[config.mk]
export PLATFORM = sky130hd
export DESIGN_NAME = bcd_clock_counter
export DESIGN_NICKNAME = d
export VERILOG_FILES = /design/src/rtl/bcd_clock_counter.sv
export SDC_FILE = /design/constraint.sdc
export NUM_CORES = 1
export LEC_CHECK = 0
export CORE_ASPECT_RATIO = 1.2
export CORE_MARGIN = 2
export CORE_UTILIZATION = 50
export CTS_BUF_LIST = sky130_fd_sc_hd__clkbuf_8
export DETAILED_ROUTE_END_ITERATION = 8
export PLACE_DENSITY = 0.72
export RECOVER_POWER = 50
export SYNTH_ARGS = -nofsm -noshare
export SYNTH_HDL_FRONTEND = slang
export SYNTH_SLANG_ARGS = --single-unit
[constraint.sdc]
create_clock -name hwclk -period 2.3 [get_ports hwclk]
set_clock_uncertainty 0.15 [all_clocks]
set_input_delay 0.46 -clock hwclk [delete_from_list [all_inputs] [get_ports hwclk]]
set_output_delay 0.46 -clock hwclk [all_outputs]
set_load 0.01 [all_outputs]
[src/rtl/bcd_clock_counter.sv]
// rtl/bcd_clock_counter.sv - prescaled BCD HH:MM:SS clock with 24h/12h modes and set inputs
// Prescaler wrap advances one second; manual increments take priority over a coinciding wrap.
module bcd_clock_counter #(
   parameter int CLK_HZ  = 12000000,
   parameter int TICK_HZ = 1,
   parameter int HOUR_24 = 1
) (
   input  logic       hwclk,
   input  logic       rst,
   input  logic       run,
   input  logic       inc_min,
   input  logic       inc_hour,
   output logic       tick,
   output logic [3:0] sec_ones,
   output logic [2:0] sec_tens,
   output logic [3:0] min_ones,
   output logic [2:0] min_tens,
   output logic [3:0] hr_ones,
   output logic [1:0] hr_tens,
   output logic       pm,
   output logic       day_pulse
);

   localparam int DIV = CLK_HZ / TICK_HZ;
   localparam int PW  = $clog2(DIV);
   localparam logic [PW-1:0] PRESC_MAX   = PW'(DIV - 1);
   localparam logic [1:0]    HR_TENS_RST = (HOUR_24 != 0) ? 2'd0 : 2'd1;
   localparam logic [3:0]    HR_ONES_RST = (HOUR_24 != 0) ? 4'd0 : 4'd2;

   logic [PW-1:0] presc_q, presc_d;
   logic          tick_q, tick_d;
   logic          day_q, day_d;
   logic          pm_q, pm_d;
   logic [3:0]    sec_ones_q, sec_ones_d;
   logic [2:0]    sec_tens_q, sec_tens_d;
   logic [3:0]    min_ones_q, min_ones_d;
   logic [2:0]    min_tens_q, min_tens_d;
   logic [3:0]    hr_ones_q, hr_ones_d;
   logic [1:0]    hr_tens_q, hr_tens_d;

   logic wrap, advance, sec_carry, min_step, min_carry, hour_step;

   always_comb begin
      wrap       = run && (presc_q == PRESC_MAX);
      advance    = wrap && !inc_min && !inc_hour;
      presc_d    = (!run || inc_min || wrap) ? '0 : presc_q + 1'b1;
      tick_d     = advance;
      day_d      = 1'b0;
      pm_d       = pm_q;
      sec_ones_d = sec_ones_q;
      sec_tens_d = sec_tens_q;
      min_ones_d = min_ones_q;
      min_tens_d = min_tens_q;
      hr_ones_d  = hr_ones_q;
      hr_tens_d  = hr_tens_q;

      sec_carry = advance && (sec_ones_q == 4'd9) && (sec_tens_q == 3'd5);
      if (inc_min) begin
         sec_ones_d = 4'd0;
         sec_tens_d = 3'd0;
      end else if (advance) begin
         if (sec_ones_q == 4'd9) begin
            sec_ones_d = 4'd0;
            sec_tens_d = (sec_tens_q == 3'd5) ? 3'd0 : sec_tens_q + 3'd1;
         end else begin
            sec_ones_d = sec_ones_q + 4'd1;
         end
      end

      // inc_min wraps minutes without touching hours; only a seconds carry propagates
      min_step  = inc_min || sec_carry;
      min_carry = sec_carry && (min_ones_q == 4'd9) && (min_tens_q == 3'd5);
      if (min_step) begin
         if (min_ones_q == 4'd9) begin
            min_ones_d = 4'd0;
            min_tens_d = (min_tens_q == 3'd5) ? 3'd0 : min_tens_q + 3'd1;
         end else begin
            min_ones_d = min_ones_q + 4'd1;
         end
      end

      hour_step = inc_hour || min_carry;
      if (hour_step) begin
         if (HOUR_24 != 0) begin
            if (hr_tens_q == 2'd2 && hr_ones_q == 4'd3) begin
               hr_tens_d = 2'd0;
               hr_ones_d = 4'd0;
               day_d     = min_carry;
            end else if (hr_ones_q == 4'd9) begin
               hr_tens_d = hr_tens_q + 2'd1;
               hr_ones_d = 4'd0;
            end else begin
               hr_ones_d = hr_ones_q + 4'd1;
            end
         end else begin
            if (hr_tens_q == 2'd1 && hr_ones_q == 4'd2) begin
               hr_tens_d = 2'd0;
               hr_ones_d = 4'd1;
            end else if (hr_tens_q == 2'd1 && hr_ones_q == 4'd1) begin
               // 11 -> 12 flips am/pm; the pm -> am flip by carry ends the day
               hr_ones_d = 4'd2;
               pm_d      = !pm_q;
               day_d     = min_carry && pm_q;
            end else if (hr_ones_q == 4'd9) begin
               hr_tens_d = 2'd1;
               hr_ones_d = 4'd0;
            end else begin
               hr_ones_d = hr_ones_q + 4'd1;
            end
         end
      end
   end

   always_ff @(posedge hwclk or posedge rst) begin
      if (rst) begin
         presc_q    <= '0;
         tick_q     <= 1'b0;
         day_q      <= 1'b0;
         pm_q       <= 1'b0;
         sec_ones_q <= 4'd0;
         sec_tens_q <= 3'd0;
         min_ones_q <= 4'd0;
         min_tens_q <= 3'd0;
         hr_ones_q  <= HR_ONES_RST;
         hr_tens_q  <= HR_TENS_RST;
      end else begin
         presc_q    <= presc_d;
         tick_q     <= tick_d;
         day_q      <= day_d;
         pm_q       <= pm_d;
         sec_ones_q <= sec_ones_d;
         sec_tens_q <= sec_tens_d;
         min_ones_q <= min_ones_d;
         min_tens_q <= min_tens_d;
         hr_ones_q  <= hr_ones_d;
         hr_tens_q  <= hr_tens_d;
      end
   end

   assign tick      = tick_q;
   assign day_pulse = day_q;
   assign pm        = pm_q;
   assign sec_ones  = sec_ones_q;
   assign sec_tens  = sec_tens_q;
   assign min_ones  = min_ones_q;
   assign min_tens  = min_tens_q;
   assign hr_ones   = hr_ones_q;
   assign hr_tens   = hr_tens_q;

endmodule

Word level (Yosys, flattened, before mapping) --
Cells that the tools add are included.
Word-level totals: output and inout port bits 23, flip-flop bits (word level) 46, logic and storage cells 61, input port bits 5
Operators by class: muxes and demuxes 16, reductions and logical operators 21, $add $sub $neg 7, equal/unequal tests 8
Operators by type and width (number):
- adder 24 x 1 -> 24 bit, second input constant | 1
- == test 24 bit, second input constant | 1
- two-way mux 24 bit | 1
- two-way mux 4 bit | 6
- two-way mux 3 bit | 5
- adder 4 x 1 -> 4 bit, second input constant | 3
- == test 4 bit, second input constant | 3
- logical AND 1 bit | 8
- adder 3 x 1 -> 3 bit, second input constant | 2
- == test 3 bit, second input constant | 2
- AND reduction 2 bit | 3
- nonzero test 2 bit | 3
- == test 4 x 2 -> 1 bit, second input constant | 1
- logical OR 1 bit | 4
- two-way mux 2 bit | 2
- zero test 1 bit | 3
- adder 2 x 1 -> 2 bit, second input constant | 1
- == test 2 bit, second input constant | 1
- two-way mux 1 bit | 2

Longest topological paths before layout --
depth after elaboration 10, mapped depth 9

Worst setup path before layout --
Ideal clock, no wire load.
path type register to register, from reg sec_ones_q[1] (netlist: sec_ones[1]), to reg min_ones_q[3] (netlist: min_ones[3]), data required time 2.019 ns, stages on the path, launching flop included 9, arrival time 1.887 ns, path slack 0.132 ns, buffers on the path 1, path through dfrtp_1 inv_1 ha_1 and3b_1 clkbuf_1 nand4b_1 or4b_1 a31oi_1 o31ai_1
On the way: word-level cells in the longest chain between the ends 4
Ends and longest elaborated chain:
- start, declared | RTL line 34 | logic [3:0] sec_ones_q, sec_ones_d;
- start signal, assigned | RTL line 131 | sec_ones_q <= sec_ones_d;
- == test 4 bit | RTL line 57 | sec_carry = advance && (sec_ones_q == 4'd9) && (sec_tens_q == 3'd5);
- logical AND 1 bit (2 in a row) | RTL line 57
- logical OR 1 bit | RTL line 71 | min_step = inc_min || sec_carry;
- end signal, assigned | RTL line 133 | min_ones_q <= min_ones_d;
- end, declared | RTL line 36 | logic [3:0] min_ones_q, min_ones_d;
No other way between the ends. A chain may end at the register's enable or synchronous reset.

Worst setup path after layout --
from reg presc_q[22], to reg min_tens_q[2] (netlist: min_tens[2])
On the way: word-level cells in the longest chain between the ends 8
Ends and longest elaborated chain:
- start, declared | RTL line 30 | logic [PW-1:0] presc_q, presc_d;
- start signal, assigned | RTL line 127 | presc_q <= presc_d;
- == test 24 bit | RTL line 44 | wrap = run && (presc_q == PRESC_MAX);
- logical AND 1 bit | RTL line 44
- logical AND 1 bit (2 in a row) | RTL line 45 | advance = wrap && !inc_min && !inc_hour;
- logical AND 1 bit (2 in a row) | RTL line 57
- logical OR 1 bit | RTL line 71
- AND reduction 2 bit (no line)
- end signal, assigned | RTL line 134 | min_tens_q <= min_tens_d;
- end, declared | RTL line 37 | logic [2:0] min_tens_q, min_tens_d;
No other way between the ends.

==> run summary <==
Clock power frac: 22.0%
RR Endpoint: min_tens[2]
Top delay family on crit path: simple AND/OR/NAND/NOR gates
Initial DRC Count: 39
CP startpoint kind: register
synthesized cell area: 0.00241 mm^2
via/cell ratio: 5.45
Slew Limit Fails: 0
Avg Inst Size Synth: 9.76 um^2
Hold Slack: 0.339 ns
crit-path cells: nand4b_2 -> or4_4 -> nor3b_4 -> o211ai_2 -> mux2_4
min Tclk post-route: 2.18 ns
start point of the worst hold path: presc_q[0]
Post-synth EDFFs: 0
HPWL after DPL: 3520 um
GP Congestion: 0.815
total die area: 0.00540 mm^2
Critical Path Max Stage Delay: 0.54 ns
Core Rows: 27
total power: 2.29 mW
RSZ-0062 raised after global routing: no
status: completed
ANT cells: 0
flop2flop setup slack: 0.12 ns
Worst Tran Pin Value: 1.14 ns
commonest non-fill, non-tap cell in the layout: dfrtp_1
Multi-input gate area: 0.00117 mm^2
total global routing overflow: 0
fillers: 372
Reg2Reg Depth: 5
post-placement cell count: 338
initial cell density of the core: 52.1%
Total Negative Setup Slacks: 0 ns
pre-CTS setup slack: -0.320 ns
Max Cap Viol: 0
Clock Tree Buf Depth: 2
hold depth: 1
Crit Path Max Fanout: 3
CTS tree: built
clock-pin slew on the worst setup and hold paths: 0.10 ns
Worst Path Class, Setup: register to register
Setup crit end kind: register
Worst path slowest cell: or4_4
core footprint: 0.00463 mm^2
final WL: 4820 um
ys flop type: dfrtp_1
I/O Pins: 28
asr flop ratio synth: 100%
IO buf count: 26
combinational power share: 32.6%
final worst-path cycle share: 94.6%
CTS root buf: clkbuf_8
Pleak: 1.30 nW
Post-layout nets: 297
remaining antenna violation count: 0
CTS Buf Count: 5
fraction of layout cells with a size suffix above 1: 10.8%
WP buf/inv: 0
Arr. time, crit path: 2.22 ns
First-pass DRT Iterations: 4
Flop pwr share: 45.4%
Worst Hold End: presc_q[0]
Max transition margin: 24.1%
power per cell area: 784 mW/mm^2
flop and latch count out of synthesis: 46
Worst EP required: 2.34 ns
largest net degree at the start of global routing: 47
Hold Buf Count CTS: 0
commonest cells after routing, fill and taps aside: 46 x dfrtp_1, 38 x nor2_1, 19 x xnor2_1
Fin. Hold Viols: 0
Clock Latency Late Sink: 0.31 ns
total net switching power: 743 uW
Vias: 1884
initial antenna violation count: 0
Die H: 80.1 um
vias in the first global route: 1860
Syn Nets: 257
Residual DRC: 0
synthesis-to-finish area growth: 21.4%
fin cells: 346
CTS H-tree lvls: 2
register area share after synthesis: 47.7%
Ys Warns: 0
DR WL/cell: 13.9 um
min-delay worst type: register to register
worst ir drop on vdd: 427 uV
Total GRT Usage: 19.9%
Mapped Cells: 247
f_max: 459 MHz
first-pass GRT wire length: 8050 um
Critical R2R Launch: presc_q[22]
final worst slack: 0.123 ns
Netlist cell types: 46
CTS sink count: 46
switching power share of the total: 32.4%
DIE WIDTH: 67.4 um
# setup viols final: 0
cell-internal power: 1.55 mW
Storage cell area: 0.00115 mm^2
[final cells by class]
type / count / area share, %
Multi-Input combinational cell: 179 / 40.0
Sequential cell: 46 / 39.3
Timing Repair Buffer: 43 / 13.5
Tap cell: 58 / 2.48
Clock buffer: 5 / 2.35
Inverter: 12 / 1.54
Clock inverter: 3 / 0.726
[synthesized netlist by cell type, types with 2 or more instances]
cell / n / area (um^2)
dfrtp_1: 46 / 1150
nor2_1: 38 / 143
xnor2_1: 19 / 166
nand2_1: 17 / 63.8
nand3_1: 13 / 65.1
inv_1: 12 / 45.0
xor2_1: 9 / 78.8
and3_1: 7 / 43.8
and4_1: 7 / 61.3
clkbuf_1: 7 / 26.3
nor3_1: 6 / 30.0
a21oi_1: 5 / 25.0
ha_1: 5 / 62.6
nand4_1: 5 / 31.3
o31ai_1: 4 / 30.0
mux2_1: 3 / 33.8
nor2b_1: 3 / 18.8
nor3b_1: 3 / 22.5
o21ai_0: 3 / 15.0
a31oi_1: 2 / 12.5
mux2i_1: 2 / 20.0
nand3b_1: 2 / 15.0
nand4b_1: 2 / 17.5
nor4_1: 2 / 12.5
nor4b_1: 2 / 17.5
o211ai_1: 2 / 15.0
or3_1: 2 / 12.5
[registers in the layout, summed over array words and instances (netlist names)]
| signal | count |
|---|---|
| min_ones | 4 |
| sec_ones | 4 |
| tick | 1 |
| day_pulse | 1 |
| min_tens | 3 |
| hr_ones | 4 |
| sec_tens | 3 |
| hr_tens | 2 |
| presc_q | 24 |
[worst register-to-register path, delay by kind of cell (launching register included)]
family,cells,cell delay (ns)
mux,1,0.33
flops,1,0.42
simple gates,3,1.00
compound gates,1,0.15
[repair_timing]
item,4_1_cts,5_1_grt
setup endpoints to repair,0,3
gates resized for setup,0,3
setup buffers,0,0
[cell families after synthesis]
logic type      count (synthesis)  synth area share [%]
compound gates                 21                  5.81
xor+xnor                       28                  10.2
fa+ha+maj                       5                  2.59
buf+inv                        22                  3.68
flops                          46                  47.7
mux                             5                  2.23
other cells                     1                 0.156
simple gates                  119                  27.6
[worst max-delay path by stage]
stage	start	to	slack, ns	cells after the start
floorplan	sec_ones[1]	min_ones[3]	0.13	8
global placement	run	min_ones[3]	-0.33	6
detailed placement	run	min_ones[3]	-0.32	6
CTS	run	min_ones[3]	0.009	6
global route	presc_q[22]	sec_ones[3]	0.02	7
finish	presc_q[22]	min_tens[2]	0.12	5
[power groups by stage]
| stage | registers, mW | clock network, mW | logic [mW] |
|---|---|---|---|
| 2_1_floorplan | 1.12 | 0 | 0.310 |
| 3_3_place_gp | 1.05 | 0 | 0.730 |
| 3_5_place_dp | 1.06 | 0 | 0.750 |
| 4_1_cts | 1.04 | 0.521 | 0.752 |
| 5_1_grt | 1.07 | 0.551 | 0.824 |
| 6_report | 1.04 | 0.505 | 0.749 |
[stage by stage]
stage	util, %	area (um^2)
floorplan	-	2410
global placement	61.6	2850
detailed placement	61.6	2850
CTS	63.6	2940
global route	63.3	2930
finish	63.3	2930
[layer usage]
| layer | up-vias | part of all wire (%) | GRT usage [%] | routed length [um] |
|---|---|---|---|---|
| li1 | 927 | - | - | - |
| met4 | 0 | 1.3 | 7.35 | 65 |
| met5 | - | 0 | 0 | 0 |
| met1 | 929 | 43 | 22.0 | 2080 |
| met3 | 4 | 2.9 | 4.48 | 140 |
| met2 | 24 | 53 | 36.2 | 2540 |
No activity file was read; power rests on OpenSTA's default activity.
